==> config.mk <==
export PLATFORM = sky130hd
export DESIGN_NAME = operand_fetch_stage_flat
export DESIGN_NICKNAME = d
export VERILOG_FILES = /design/src/rtl/operand_fetch_stage_if.sv /design/src/rtl/operand_fetch_stage.sv /design/src/flat_wrapper.sv
export SDC_FILE = /design/constraint.sdc
export NUM_CORES = 1
export LEC_CHECK = 0
export ABC_AREA = 1
export CAP_MARGIN = 20
export CORE_ASPECT_RATIO = 0.7
export CORE_MARGIN = 5
export CORE_UTILIZATION = 39
export DETAILED_ROUTE_END_ITERATION = 8
export GPL_ROUTABILITY_DRIVEN = 1
export GPL_TIMING_DRIVEN = 0
export PLACE_DENSITY = 0.82
export SYNTH_ARGS = -nofsm -noshare
export SYNTH_HDL_FRONTEND = slang
export SYNTH_SLANG_ARGS = --single-unit
export TNS_END_PERCENT = 30
==> constraint.sdc <==
create_clock -name clk -period 1.6 [get_ports clk]
set_input_delay 0.24 -clock clk [delete_from_list [all_inputs] [get_ports clk]]
set_output_delay 0.24 -clock clk [all_outputs]
set_load 0.02 [all_outputs]
==> src/rtl/operand_fetch_stage_if.sv <==
// Operand fetch stage bus bundle: decoded instruction in, register file read
// port, EX/WB hazard and bypass information, and the ID/EX output handshake.
// master = upstream/environment side, slave = operand_fetch_stage.
interface operand_fetch_stage_if #(
    parameter int DW  = 16,
    parameter int RW  = 4,
    parameter int OPW = 4
);
    // decoded instruction from ID
    logic           in_valid;
    logic           in_ready;
    logic [RW-1:0]  in_rs1;
    logic [RW-1:0]  in_rs2;
    logic [RW-1:0]  in_rd;
    logic [OPW-1:0] in_opcode;
    logic [DW-1:0]  in_imm;
    logic           in_reg_write;
    logic           in_mem_read;
    // register file read port
    logic [RW-1:0]  rf_read_reg1;
    logic [RW-1:0]  rf_read_reg2;
    logic [DW-1:0]  rf_read_data1;
    logic [DW-1:0]  rf_read_data2;
    // instruction currently in EX
    logic           ex_reg_write;
    logic           ex_mem_read;
    logic [RW-1:0]  ex_rd;
    logic [DW-1:0]  ex_result;
    // register file writeback this cycle
    logic           wb_reg_write;
    logic [RW-1:0]  wb_write_reg;
    logic [DW-1:0]  wb_write_data;
    // branch/jump squash
    logic           flush;
    // ID/EX register towards EX
    logic           out_valid;
    logic           out_ready;
    logic [DW-1:0]  out_op_a;
    logic [DW-1:0]  out_op_b;
    logic [RW-1:0]  out_rd;
    logic [OPW-1:0] out_opcode;
    logic [DW-1:0]  out_imm;
    logic           out_reg_write;
    logic           out_mem_read;

    modport master (
        output in_valid, in_rs1, in_rs2, in_rd, in_opcode, in_imm, in_reg_write, in_mem_read,
        output rf_read_data1, rf_read_data2,
        output ex_reg_write, ex_mem_read, ex_rd, ex_result,
        output wb_reg_write, wb_write_reg, wb_write_data,
        output flush, out_ready,
        input  in_ready, rf_read_reg1, rf_read_reg2,
        input  out_valid, out_op_a, out_op_b, out_rd, out_opcode, out_imm, out_reg_write, out_mem_read
    );

    modport slave (
        input  in_valid, in_rs1, in_rs2, in_rd, in_opcode, in_imm, in_reg_write, in_mem_read,
        input  rf_read_data1, rf_read_data2,
        input  ex_reg_write, ex_mem_read, ex_rd, ex_result,
        input  wb_reg_write, wb_write_reg, wb_write_data,
        input  flush, out_ready,
        output in_ready, rf_read_reg1, rf_read_reg2,
        output out_valid, out_op_a, out_op_b, out_rd, out_opcode, out_imm, out_reg_write, out_mem_read
    );
endinterface

==> src/rtl/operand_fetch_stage.sv <==
// Decode-to-execute operand fetch stage of the 16-bit CPU.
// Drives register file read addresses, resolves RAW hazards and holds the
// result in the ID/EX register behind a valid/ready handshake.
// Build option OFS_FORWARD_EN: when defined, operands are forwarded from EX
// and WB and only load-use hazards stall; when undefined, any RAW match
// against EX or WB stalls and operands come from the register file only.
module operand_fetch_stage #(
    parameter int DW  = 16,
    parameter int RW  = 4,
    parameter int OPW = 4
) (
    input  logic                  clk,
    input  logic                  rst_n,
    operand_fetch_stage_if.slave  bus
);
    typedef enum logic {RUN, BUBBLE} state_t;

    state_t         state, state_next;
    logic           adv;
    logic           stall;
    logic           ready;
    logic           capture;
    logic           ex_hit;
    logic           wb_hit;
    logic [DW-1:0]  op_a;
    logic [DW-1:0]  op_b;

    logic           vld_p1;
    logic [DW-1:0]  op_a_p1;
    logic [DW-1:0]  op_b_p1;
    logic [RW-1:0]  rd_p1;
    logic [OPW-1:0] opcode_p1;
    logic [DW-1:0]  imm_p1;
    logic           reg_write_p1;
    logic           mem_read_p1;

    assign bus.rf_read_reg1 = bus.in_rs1;
    assign bus.rf_read_reg2 = bus.in_rs2;

    // Register 0 is hard-zero, so a write to it never creates a dependency.
    assign ex_hit = bus.ex_reg_write && (bus.ex_rd != '0) &&
                    ((bus.ex_rd == bus.in_rs1) || (bus.ex_rd == bus.in_rs2));
    assign wb_hit = bus.wb_reg_write && (bus.wb_write_reg != '0) &&
                    ((bus.wb_write_reg == bus.in_rs1) || (bus.wb_write_reg == bus.in_rs2));

`ifdef OFS_FORWARD_EN
    // Forward priority: zero register, then EX (non-load), then WB, then RF.
    function automatic logic [DW-1:0] resolve(
        input logic [RW-1:0] rs,      input logic [DW-1:0] rf_data,
        input logic          ex_fwd,  input logic [RW-1:0] ex_rd,  input logic [DW-1:0] ex_data,
        input logic          wb_fwd,  input logic [RW-1:0] wb_rd,  input logic [DW-1:0] wb_data);
        if (rs == '0)                return '0;
        if (ex_fwd && (ex_rd == rs)) return ex_data;
        if (wb_fwd && (wb_rd == rs)) return wb_data;
        return rf_data;
    endfunction

    // A load in EX has no data yet; everything else is covered by bypasses.
    assign stall = bus.in_valid && ex_hit && bus.ex_mem_read;
    assign op_a  = resolve(bus.in_rs1, bus.rf_read_data1,
                           bus.ex_reg_write && !bus.ex_mem_read, bus.ex_rd, bus.ex_result,
                           bus.wb_reg_write, bus.wb_write_reg, bus.wb_write_data);
    assign op_b  = resolve(bus.in_rs2, bus.rf_read_data2,
                           bus.ex_reg_write && !bus.ex_mem_read, bus.ex_rd, bus.ex_result,
                           bus.wb_reg_write, bus.wb_write_reg, bus.wb_write_data);
`else
    logic unused_fwd;

    // Without bypass paths every pending write to a source must drain first.
    assign stall      = bus.in_valid && (ex_hit || wb_hit);
    assign op_a       = (bus.in_rs1 == '0) ? '0 : bus.rf_read_data1;
    assign op_b       = (bus.in_rs2 == '0) ? '0 : bus.rf_read_data2;
    assign unused_fwd = ^{bus.ex_result, bus.ex_mem_read, bus.wb_write_data};
`endif

    assign adv          = !vld_p1 || bus.out_ready;
    assign bus.in_ready = ready;
    assign capture      = bus.in_valid && ready;

    // Next state and input acceptance; a flush squashes acceptance and any pending bubble.
    always_comb begin
        state_next = state;
        ready      = adv && !stall && (state == RUN) && !bus.flush;
        if (bus.flush) begin
            state_next = RUN;
        end else begin
            case (state)
                RUN:     if (stall && adv) state_next = BUBBLE;
                BUBBLE:  state_next = RUN;
                default: state_next = RUN;
            endcase
        end
    end

    // State register.
    always_ff @(posedge clk or negedge rst_n) begin
        if (!rst_n) state <= RUN;
        else        state <= state_next;
    end

    // ID/EX register: capture on accept, drop to a bubble on advance, hold under backpressure.
    always_ff @(posedge clk or negedge rst_n) begin
        if (!rst_n) begin
            vld_p1       <= 1'b0;
            op_a_p1      <= '0;
            op_b_p1      <= '0;
            rd_p1        <= '0;
            opcode_p1    <= '0;
            imm_p1       <= '0;
            reg_write_p1 <= 1'b0;
            mem_read_p1  <= 1'b0;
        end else if (bus.flush) begin
            vld_p1 <= 1'b0;
        end else if (adv) begin
            vld_p1 <= capture;
            if (capture) begin
                op_a_p1      <= op_a;
                op_b_p1      <= op_b;
                rd_p1        <= bus.in_rd;
                opcode_p1    <= bus.in_opcode;
                imm_p1       <= bus.in_imm;
                reg_write_p1 <= bus.in_reg_write;
                mem_read_p1  <= bus.in_mem_read;
            end
        end
    end

    assign bus.out_valid     = vld_p1;
    assign bus.out_op_a      = op_a_p1;
    assign bus.out_op_b      = op_b_p1;
    assign bus.out_rd        = rd_p1;
    assign bus.out_opcode    = opcode_p1;
    assign bus.out_imm       = imm_p1;
    assign bus.out_reg_write = reg_write_p1;
    assign bus.out_mem_read  = mem_read_p1;
endmodule
==> src/flat_wrapper.sv <==
// flat-port wrapper written by rule: the top's interface ports become plain ports
module operand_fetch_stage_flat 
#(
    parameter int DW  = 16,
    parameter int RW  = 4,
    parameter int OPW = 4
)
  (clk, rst_n, bus_in_valid, bus_in_rs1, bus_in_rs2, bus_in_rd, bus_in_opcode, bus_in_imm, bus_in_reg_write, bus_in_mem_read, bus_rf_read_data1, bus_rf_read_data2, bus_ex_reg_write, bus_ex_mem_read, bus_ex_rd, bus_ex_result, bus_wb_reg_write, bus_wb_write_reg, bus_wb_write_data, bus_flush, bus_out_ready, bus_in_ready, bus_rf_read_reg1, bus_rf_read_reg2, bus_out_valid, bus_out_op_a, bus_out_op_b, bus_out_rd, bus_out_opcode, bus_out_imm, bus_out_reg_write, bus_out_mem_read);
  operand_fetch_stage_if #(.DW(DW), .RW(RW), .OPW(OPW)) bus_i ();
  input  logic clk;
  input  logic rst_n;
  input wire logic [$bits(bus_i.in_valid)-1:0] bus_in_valid;
  input wire logic [$bits(bus_i.in_rs1)-1:0] bus_in_rs1;
  input wire logic [$bits(bus_i.in_rs2)-1:0] bus_in_rs2;
  input wire logic [$bits(bus_i.in_rd)-1:0] bus_in_rd;
  input wire logic [$bits(bus_i.in_opcode)-1:0] bus_in_opcode;
  input wire logic [$bits(bus_i.in_imm)-1:0] bus_in_imm;
  input wire logic [$bits(bus_i.in_reg_write)-1:0] bus_in_reg_write;
  input wire logic [$bits(bus_i.in_mem_read)-1:0] bus_in_mem_read;
  input wire logic [$bits(bus_i.rf_read_data1)-1:0] bus_rf_read_data1;
  input wire logic [$bits(bus_i.rf_read_data2)-1:0] bus_rf_read_data2;
  input wire logic [$bits(bus_i.ex_reg_write)-1:0] bus_ex_reg_write;
  input wire logic [$bits(bus_i.ex_mem_read)-1:0] bus_ex_mem_read;
  input wire logic [$bits(bus_i.ex_rd)-1:0] bus_ex_rd;
  input wire logic [$bits(bus_i.ex_result)-1:0] bus_ex_result;
  input wire logic [$bits(bus_i.wb_reg_write)-1:0] bus_wb_reg_write;
  input wire logic [$bits(bus_i.wb_write_reg)-1:0] bus_wb_write_reg;
  input wire logic [$bits(bus_i.wb_write_data)-1:0] bus_wb_write_data;
  input wire logic [$bits(bus_i.flush)-1:0] bus_flush;
  input wire logic [$bits(bus_i.out_ready)-1:0] bus_out_ready;
  output wire logic [$bits(bus_i.in_ready)-1:0] bus_in_ready;
  output wire logic [$bits(bus_i.rf_read_reg1)-1:0] bus_rf_read_reg1;
  output wire logic [$bits(bus_i.rf_read_reg2)-1:0] bus_rf_read_reg2;
  output wire logic [$bits(bus_i.out_valid)-1:0] bus_out_valid;
  output wire logic [$bits(bus_i.out_op_a)-1:0] bus_out_op_a;
  output wire logic [$bits(bus_i.out_op_b)-1:0] bus_out_op_b;
  output wire logic [$bits(bus_i.out_rd)-1:0] bus_out_rd;
  output wire logic [$bits(bus_i.out_opcode)-1:0] bus_out_opcode;
  output wire logic [$bits(bus_i.out_imm)-1:0] bus_out_imm;
  output wire logic [$bits(bus_i.out_reg_write)-1:0] bus_out_reg_write;
  output wire logic [$bits(bus_i.out_mem_read)-1:0] bus_out_mem_read;
  assign bus_i.in_valid = bus_in_valid;
  assign bus_i.in_rs1 = bus_in_rs1;
  assign bus_i.in_rs2 = bus_in_rs2;
  assign bus_i.in_rd = bus_in_rd;
  assign bus_i.in_opcode = bus_in_opcode;
  assign bus_i.in_imm = bus_in_imm;
  assign bus_i.in_reg_write = bus_in_reg_write;
  assign bus_i.in_mem_read = bus_in_mem_read;
  assign bus_i.rf_read_data1 = bus_rf_read_data1;
  assign bus_i.rf_read_data2 = bus_rf_read_data2;
  assign bus_i.ex_reg_write = bus_ex_reg_write;
  assign bus_i.ex_mem_read = bus_ex_mem_read;
  assign bus_i.ex_rd = bus_ex_rd;
  assign bus_i.ex_result = bus_ex_result;
  assign bus_i.wb_reg_write = bus_wb_reg_write;
  assign bus_i.wb_write_reg = bus_wb_write_reg;
  assign bus_i.wb_write_data = bus_wb_write_data;
  assign bus_i.flush = bus_flush;
  assign bus_i.out_ready = bus_out_ready;
  assign bus_in_ready = bus_i.in_ready;
  assign bus_rf_read_reg1 = bus_i.rf_read_reg1;
  assign bus_rf_read_reg2 = bus_i.rf_read_reg2;
  assign bus_out_valid = bus_i.out_valid;
  assign bus_out_op_a = bus_i.out_op_a;
  assign bus_out_op_b = bus_i.out_op_b;
  assign bus_out_rd = bus_i.out_rd;
  assign bus_out_opcode = bus_i.out_opcode;
  assign bus_out_imm = bus_i.out_imm;
  assign bus_out_reg_write = bus_i.out_reg_write;
  assign bus_out_mem_read = bus_i.out_mem_read;
  operand_fetch_stage #(.DW(DW), .RW(RW), .OPW(OPW)) u_core (.clk(clk), .rst_n(rst_n), .bus(bus_i));
endmodule
* Word-level counts from Yosys, hierarchy flattened
Index checks and enable logic that the tools add are counted.
W data, S select, Z words.
** Operators by class
- Bitwise operators :: 2
- Equal/unequal tests :: 4
- Reduce and logical (&&, ||, !) cells :: 23
- Multiplexer cells :: 7
** Operator list (count)
- $mux W16 :: 2
- $eq A4 B4 Y1 :: 4
- $logic_and A1 B1 Y1 :: 10
- $logic_not A4 Y1 :: 2
- $reduce_bool A4 Y1 :: 2
- $logic_or A1 B1 Y1 :: 4
- $mux W1 :: 4
- $logic_not A1 Y1 :: 3
- $reduce_and A3 Y1 :: 1
- $not A1 Y1 :: 2
- $pmux W1 S2 :: 1
- $reduce_bool A2 Y1 :: 1
** Storage, ports and cells
- Flip-flop bits (word level) :: 60
- Output and inout bits :: 68

* Longest topological paths before layout
Gate-level depths: netlist of run 1.
- Depth after elaboration :: 12
- Depth in mapped cells :: 13

* Least setup slack after synthesis of run 1
No wires, ideal clock.
- Path kind :: reg-to-output
- From :: register u_core.vld_p1 (netlist: u_core.bus.out_valid)
- To :: output port bus_in_ready
- Data required time :: 1.360 ns
- Cell stages (with the launch flop) :: 7
- Arrival time :: 1.419 ns
- Path slack :: -0.059 ns
- Cell sequence :: dfrtp_1 inv_1 nor2_1 nor3_2 buf_4 inv_1 a21oi_1
** Between the ends
- Word-level cells in the longest chain between the ends :: 5
** RTL lines
- from (decl) :: RTL line operand_fetch_stage.sv:28 : logic vld_p1;
- from (signal assigned) :: RTL line operand_fetch_stage.sv:115 : vld_p1 <= capture;
- $logic_not A1 Y1 :: RTL line operand_fetch_stage.sv:76 : assign adv = !vld_p1 || bus.out_ready;
- $logic_or A1 B1 Y1 :: RTL line operand_fetch_stage.sv:76
- $logic_and A1 B1 Y1 (3 in series) :: RTL line operand_fetch_stage.sv:83 : ready = adv && !stall && (state == RUN) && !bus.flush;
- to (decl) :: RTL line flat_wrapper.sv:31 : output wire logic [$bits(bus_i.in_ready)-1:0] bus_in_ready;
No other way between the ends.

* Worst setup path after layout of run 1
- From :: input port bus_out_ready
- To :: output port bus_in_ready
** Between the ends
- Word-level cells in the longest chain between the ends :: 4
** RTL lines
- from (decl) :: RTL line flat_wrapper.sv:30 : input wire logic [$bits(bus_i.out_ready)-1:0] bus_out_ready;
- $logic_or A1 B1 Y1 :: RTL line operand_fetch_stage.sv:76
- $logic_and A1 B1 Y1 (3 in series) :: RTL line operand_fetch_stage.sv:83
No other way between the ends.

==> qor.yml, run 1 <==
outcome:
  outcome: "finished with violations"
  violations: "setup timing"
timing:
  tightest_slew_ns: 0.6699
  period_minus_slack_ns: 1.616
  report.final.setup_viol: 1
  drv_slew: 0
  slew_headroom_pct: 55.34
  fin_tns_setup_ns: -0.01619
  hold_viol_final: 0
  fin_crit_sh_pct: 101.0
  max_freq_mhz: 618.7
  rsz0062_at_grt: "yes"
  finClkSkew_ns: 0.003549
  fin_ws_ns: -0.01619
  hold_slack_ns: 0.4382
logic_synthesis:
  syn_nets: 544
  yosysSeqAreaShare_pct: 47.17
  ys_ff_latch: 60
  synthTopCellsByArea: "dfrtp_1, nand2_1, nand4_1"
  synth_top_area_share_pct: 47.17
  netlist_instances: 430
  yosysTopAreaCell: "dfrtp_1"
  ys_warn_count: 0
  syn-mean-instance-area_um2: 7.402
  synth.distinct_cells: 19
  synth_area_mm2: 0.003183
worst_setup_path:
  cp_common_cell: "buf_6"
  max_stage_delay_ns: 0.53
  cp_num_buf_inv: 4
  cp.required_ns: 1.36
  cp_slowest_cell: "clkdlybuf4s50_1"
  critPathArrivalTime_ns: 1.38
  setup.worst_path.start: "bus_out_ready"
  end_kind: "output port"
  cp_cell_sequence: "clkdlybuf4s50_1 -> nor2_4 -> nor3_4 -> buf_6 -> inv_2 -> a21oi_2 -> buf_6"
  reg2reg_from: "u_core.bus.out_valid$_DFFE_PN0P_"
  crit_family: "buffers and inverters"
  criticalPathCategory: "primary input to output port"
  critPathLaunchType: "primary input"
  path_max_fanout: 2
global_route:
  first_global_vias: 3491
  grt_pass1_wl_um: 17570
  gr-total-overflow: 0
  track_usage_pct: 21.32
  grt_max_degree: 35
  antenna_found_initial: 0
clocking:
  clockBufferDepth: 2
  root_buffer: "clkbuf_16"
  htreeDepth: 3
  clock_latency_ns: 0.31
  cts_buffers: 9
  clk_pin_slew_ns: 0.05
  cts_tree: "yes"
  clock_sinks: 60
die:
  io-pin-count: 182
  core_mm2: 0.007905
  dieArea_mm2: 0.01010
  die-width_um: 118.0
  die_y_um: 85.59
  fp-row-count: 27
  start_util_pct: 40.27
pwr:
  p_per_area_mw_per_mm2: 1176
  peakVddDrop_uv: 731.3
  leakage_uw: 0.002671
detailed_routing:
  dr.pass1.iters: 5
  drt_wl_total_um: 10950
  wl_per_cell_um: 15.46
  via_count: 3531
  drtAntennaViolNets: 0
  drc_errors: 0
  initialDrtViolationCount: 260
  vias_per_cell: 4.987
placed_design:
  gp_congestion: 0.8611
  hpwl_um: 8165
  portBuffers: 147
  dp_cells: 679
  post_dp_cell_area_mm2: 0.004800
cells_and_area:
  layout_commonest_cell: "nand2_1"
  final_core_util_pct: 66.07
  final_cell_mix: "nand2_1, clkdlybuf4s50_1, dfrtp_1"
  drive_above_1_share_pct: 16.31
  antennaDiodeCount: 0
  finalInstanceArea_mm2: 0.005223
  fin_nets: 716
  layout.cells.non_filler: 708
  nFillCells: 704
  area_delta_synth_final_pct: 64.07
worst_hold_path:
  min-delay-start: "bus_in_rs1[3]"
  hold_path_class: "primary input to flip-flop"
flow_run:
  maxCapViolations: 0
==> metrics by stage <==
stage | setup WS [ns] | power [uW]
2_1_floorplan | 0.05802 | 3047
3_3_place_gp | -1.614 | 4161
3_5_place_dp | -0.8751 | 4210
4_1_cts | -0.04941 | 6157
5_1_grt | -0.1061 | 6465
6_report | -0.01619 | 6142
==> registers in the layout (all words and copies together), names as in the netlist <==
| signal | flops |
|---|---|
| u_core.state | 1 |
| u_core.bus.out_imm | 16 |
| u_core.bus.out_opcode | 4 |
| u_core.bus.out_rd | 4 |
| u_core.bus.out_mem_read | 1 |
| u_core.bus.out_op_a | 16 |
| u_core.bus.out_valid | 1 |
| u_core.bus.out_reg_write | 1 |
| u_core.bus.out_op_b | 16 |
==> per-layer routing <==
metal / GRT usage (%) / up-vias / share of wire, %
li1: - / 1700 / -
met1: 29.09 / 1675 / 46
met2: 33.93 / 142 / 46
met3: 5.933 / 14 / 7.0
met4: 5.104 / 0 / 1.2
met5: 0 / - / 0
==> worst min-delay path: stages <==
cell and delay, ns:
clkbuf_2 0.16, nor4_4 0.08, nor2_1 0.08, nand4_1 0.10, nand2_1 0.06
==> path summary, 6_finish.rpt <==
check | depth (start not counted) | slack [ns] | to
max reg2reg | 9 | 0.05 | u_core.bus.out_op_a[4]$_DFFE_PN0P_
min in group asynchronous | 2 | 0.49 | u_core.bus.out_op_a[1]$_DFFE_PN0P_
max | 7 | -0.02 | bus_in_ready
min reg2reg | 2 | 0.47 | u_core.bus.out_op_b[15]$_DFFE_PN0P_
max in group asynchronous | 3 | 0.49 | u_core.bus.out_op_b[3]$_DFFE_PN0P_
min | 5 | 0.44 | u_core.bus.out_op_a[3]$_DFFE_PN0P_
==> Yosys cell counts <==
master / instances
nand2_1: 173
dfrtp_1: 60
nand4_1: 58
inv_1: 42
nor2_1: 42
buf_4: 9
inv_2: 9
clkbuf_1: 8
buf_2: 7
buf_1: 6
buf_6: 5
nand3_1: 2
nor4_4: 2
o21a_1: 2
a21oi_1: 1
nand2_2: 1
nand4_2: 1
nor3_2: 1
o31ai_1: 1
==> logic make-up after synthesis <==
group           Yosys count  synth area share (%)
simple gates            280                 39.31
flops                    60                 47.17
compound gates            4                0.8646
buf+inv                  86                 12.66
==> power by group <==
part	internal (uW)	total, uW	leakage, uW	switching (uW)
logic	1050	2200	0.00178	1140
clock network	1200	1890	0.000137	696
registers	1850	2060	0.000750	201
total	4100	6140	0.00267	2040
==> layout make-up <==
type	instances	area [um2]	share of cell area, %
Buffer	35	231.5	4.432
Clock buffer	9	225.2	4.312
Clock inverter	7	67.56	1.294
Inverter	51	193.9	3.713
Multi-Input combinational cell	284	1323	25.32
Sequential cell	60	1501	28.75
Tap cell	101	126.4	2.420
Timing Repair Buffer	161	1554	29.76
==> repair_timing <==
item	CTS	global route
hold buffers	1	0
gates cloned	0	0
endpoints found under the hold margin	26	0
resized for setup	44	31
pin swaps	4	4
setup endpoints to repair	68	61
buffers inserted	5	7
No activity file was read; power rests on OpenSTA's default activity.
==> run 2: changes to the inputs <==
- REMOVE_ABC_BUFFERS: not set -> 1
==> run 2 against run 1 <==
  * The run still ends with setup timing left
  * Highest routed layer unchanged
  * Largest power group unchanged
  * Design area fell by 0.12%
  * Die area unchanged
  * Combinational power is essentially flat
  * Critical endpoint unchanged
  * Final cell count shrank 3.8%
==> qor.yml, run 2 (same netlist as run 1, synthesis figures left out) <==
die:
  io-pin-count: 182  # unchanged
  die_y_um: 85.59  # unchanged
  start_util_pct: 40.27  # unchanged
  dieArea_mm2: 0.01010  # unchanged
  fp-row-count: 27  # unchanged
  die-width_um: 118.0  # unchanged
  core_mm2: 0.007905  # unchanged
pwr:
  peakVddDrop_uv: 710.9  # was 731.3 uV
  leakage_uw: 0.002658  # was 0.002671 uW
  p_per_area_mw_per_mm2: 1208  # was 1176 mW/mm2
  power_uw: 6299  # was 6142 uW
detailed_routing:
  vias_per_cell: 5.010  # was 4.987
  drt_wl_total_um: 10940  # was 10950 um
  met3_length_um: 674  # was 762 um
  dr.pass1.iters: 5  # unchanged
  initialDrtViolationCount: 303  # was 260
  via_count: 3412  # was 3531
  drt-met1-wl_um: 4788  # was 5006 um
  drc_errors: 0  # unchanged
  drtAntennaViolNets: 0  # unchanged
  met2_wirelength_um: 5355  # was 5048 um
  wl_per_cell_um: 16.07  # was 15.46 um
  maxUsedRoutingLayer: "met4"  # unchanged
global_route:
  track_usage_pct: 21.14  # was 21.32%
  gr-total-overflow: 0  # unchanged
  antenna_found_initial: 0  # unchanged
  grt_max_degree: 59  # was 35
  first_global_vias: 3557  # was 3491
  grt_pass1_wl_um: 17730  # was 17570 um
worst_setup_path:
  end_kind: "output port"  # unchanged
  path_max_fanout: 6  # was 2
  max_stage_delay_ns: 0.38  # was 0.53 ns
  critPathArrivalTime_ns: 1.48  # was 1.38 ns
  cp_num_buf_inv: 4  # unchanged
  cp.depth: 7  # unchanged
  cp_cell_sequence: "inv_2 -> nor2_2 -> nor3_4 -> clkbuf_16 -> inv_4 -> a21oi_4 -> buf_6"  # was clkdlybuf4s50_1 -> nor2_4 -> nor3_4 -> buf_6 -> inv_2 -> a21oi_2 -> buf_6
  r2r_cells: 7  # was 9
  criticalPathCategory: "flip-flop to output port"  # was primary input to output port
  critPathLaunchType: "flip-flop"  # was primary input
  crit_family: "buffers and inverters"  # unchanged
  cp.required_ns: 1.36  # about the same
  cp_slowest_cell: "dfrtp_1"  # was clkdlybuf4s50_1
clocking:
  htreeDepth: 3  # unchanged
  root_buffer: "clkbuf_16"  # unchanged
  clockBufferDepth: 2  # unchanged
  cts_tree: "yes"  # unchanged
  clock_latency_ns: 0.32  # was 0.31 ns
  clock_sinks: 60  # unchanged
  cts_buffers: 9  # unchanged
  clk_pin_slew_ns: 0.05  # about the same
placed_design:
  portBuffers: 148  # was 147
  gp_congestion: 0.8304  # was 0.8611
  post_dp_cell_area_mm2: 0.004679  # was 0.004800 mm2
  hpwl_um: 7123  # was 8165 um
worst_hold_path:
  holdPathStages: 3  # was 5
  hold_path_class: "primary input to flip-flop"  # unchanged
cells_and_area:
  area_delta_synth_final_pct: 63.88  # was 64.07%
  antennaDiodeCount: 0  # unchanged
  drive_above_1_share_pct: 12.07  # was 16.31%
  final_cell_mix: "nand2_1, clkdlybuf4s50_1, dfrtp_1"  # unchanged
  final_core_util_pct: 65.99  # was 66.07%
  nFillCells: 678  # was 704
  fin_nets: 689  # was 716
  layout_commonest_cell: "nand2_1"  # unchanged
  finalInstanceArea_mm2: 0.005216  # was 0.005223 mm2
flow_run:
  maxCapViolations: 0  # unchanged
timing:
  slew_headroom_pct: 35.27  # was 55.34%
  finClkSkew_ns: 0.003683  # was 0.003549 ns
  fin_ws_ns: -0.1247  # was -0.01619 ns
  period_minus_slack_ns: 1.725  # was 1.616 ns
  fin_crit_sh_pct: 107.8  # was 101.0%
  rsz0062_at_grt: "yes"  # unchanged
  report.final.setup_viol: 16  # was 1
  hold_viol_final: 0  # unchanged
  max_freq_mhz: 579.8  # was 618.7 MHz
  tightest_slew_ns: 0.9637  # was 0.6699 ns
  drv_slew: 0  # unchanged
outcome:
  violations: "setup timing"  # unchanged
  outcome: "finished with violations"  # unchanged
## run 2: changes by cell type in the layout (fill, tap and decap cells not counted), sizes merged
cell and change:
clkdlybuf4s50 -1, clkdlybuf4s15 -4, clkinv -1, dlygate4sd2 +5, clkinvlp -1, dlymetal6s2s +1
buf -21, nand4 +3, bufinv +1, bufbuf +1, clkbuf -10
## run 2: timing repair
item                                    in CTS  in global routing
gates resized for setup                     42                 16
endpoints found under the setup margin      69                 61
buffers inserted                             5                  7
hold endpoints to repair                    21                  0
hold buffers                                 1                  0
cloned                                       2                  2
pin swaps                                   12                  3
## run 2: layout make-up
| type | count | area [um2] | area share [%] |
|---|---|---|---|
| clock buffer | 10 | 229.0 | 4.390 |
| clock inverter | 6 | 88.84 | 1.703 |
| inverter | 51 | 198.9 | 3.814 |
| multi-input combinational | 287 | 1385 | 26.55 |
| sequential | 60 | 1501 | 28.78 |
| tap | 101 | 126.4 | 2.423 |
| timing repair buffer | 166 | 1687 | 32.33 |
## run 2: worst min-delay path: stages
cell	delay (ns)
buf_2	0.25
nand4_1	0.15
nand2_1	0.05
## run 2: path summary, 6_finish.rpt
| path | startpoint | slack, ns | endpoint |
|---|---|---|---|
| worst min register to register | u_core.bus.out_imm[3]$_DFFE_PN0P_ | 0.47 | u_core.bus.out_imm[3]$_DFFE_PN0P_ |
| min in group asynchronous | rst_n | 0.44 | u_core.bus.out_imm[5]$_DFFE_PN0P_ |
| worst max register to register | u_core.bus.out_valid$_DFFE_PN0P_ | -0.09 | u_core.bus.out_op_a[5]$_DFFE_PN0P_ |
| max in group asynchronous | rst_n | 0.57 | u_core.bus.out_imm[0]$_DFFE_PN0P_ |
| worst max-delay path | u_core.bus.out_valid$_DFFE_PN0P_ | -0.12 | bus_in_ready |
| worst min-delay path | bus_in_valid | 0.41 | u_core.bus.out_op_a[6]$_DFFE_PN0P_ |
## run 2: metrics by stage
step	setup WS [ns]	setup TNS, ns	hold slack [ns]	cells
2_1_floorplan	-2.226	-133.81	-0.05559	395
3_3_place_gp	-4.242	-355.52	0.4620	644
3_5_place_dp	-1.288	-75.55	0.2424	648
4_1_cts	-0.1755	-6.874	0.3788	672
5_1_grt	-0.1855	-3.913	0.4107	681
6_report	-0.1247	-1.129	0.4150	681
## run 2: report_power, final
group	internal, uW	switching, uW
clock network	1360	678
logic	1040	1160
registers	1850	197
## run 2: routing by layer
layer  GRT usage, %  up-vias
li1               -     1651
met4          6.563        0
met5              0        -
met3          5.537       11
met2          35.57      136
met1          26.94     1614
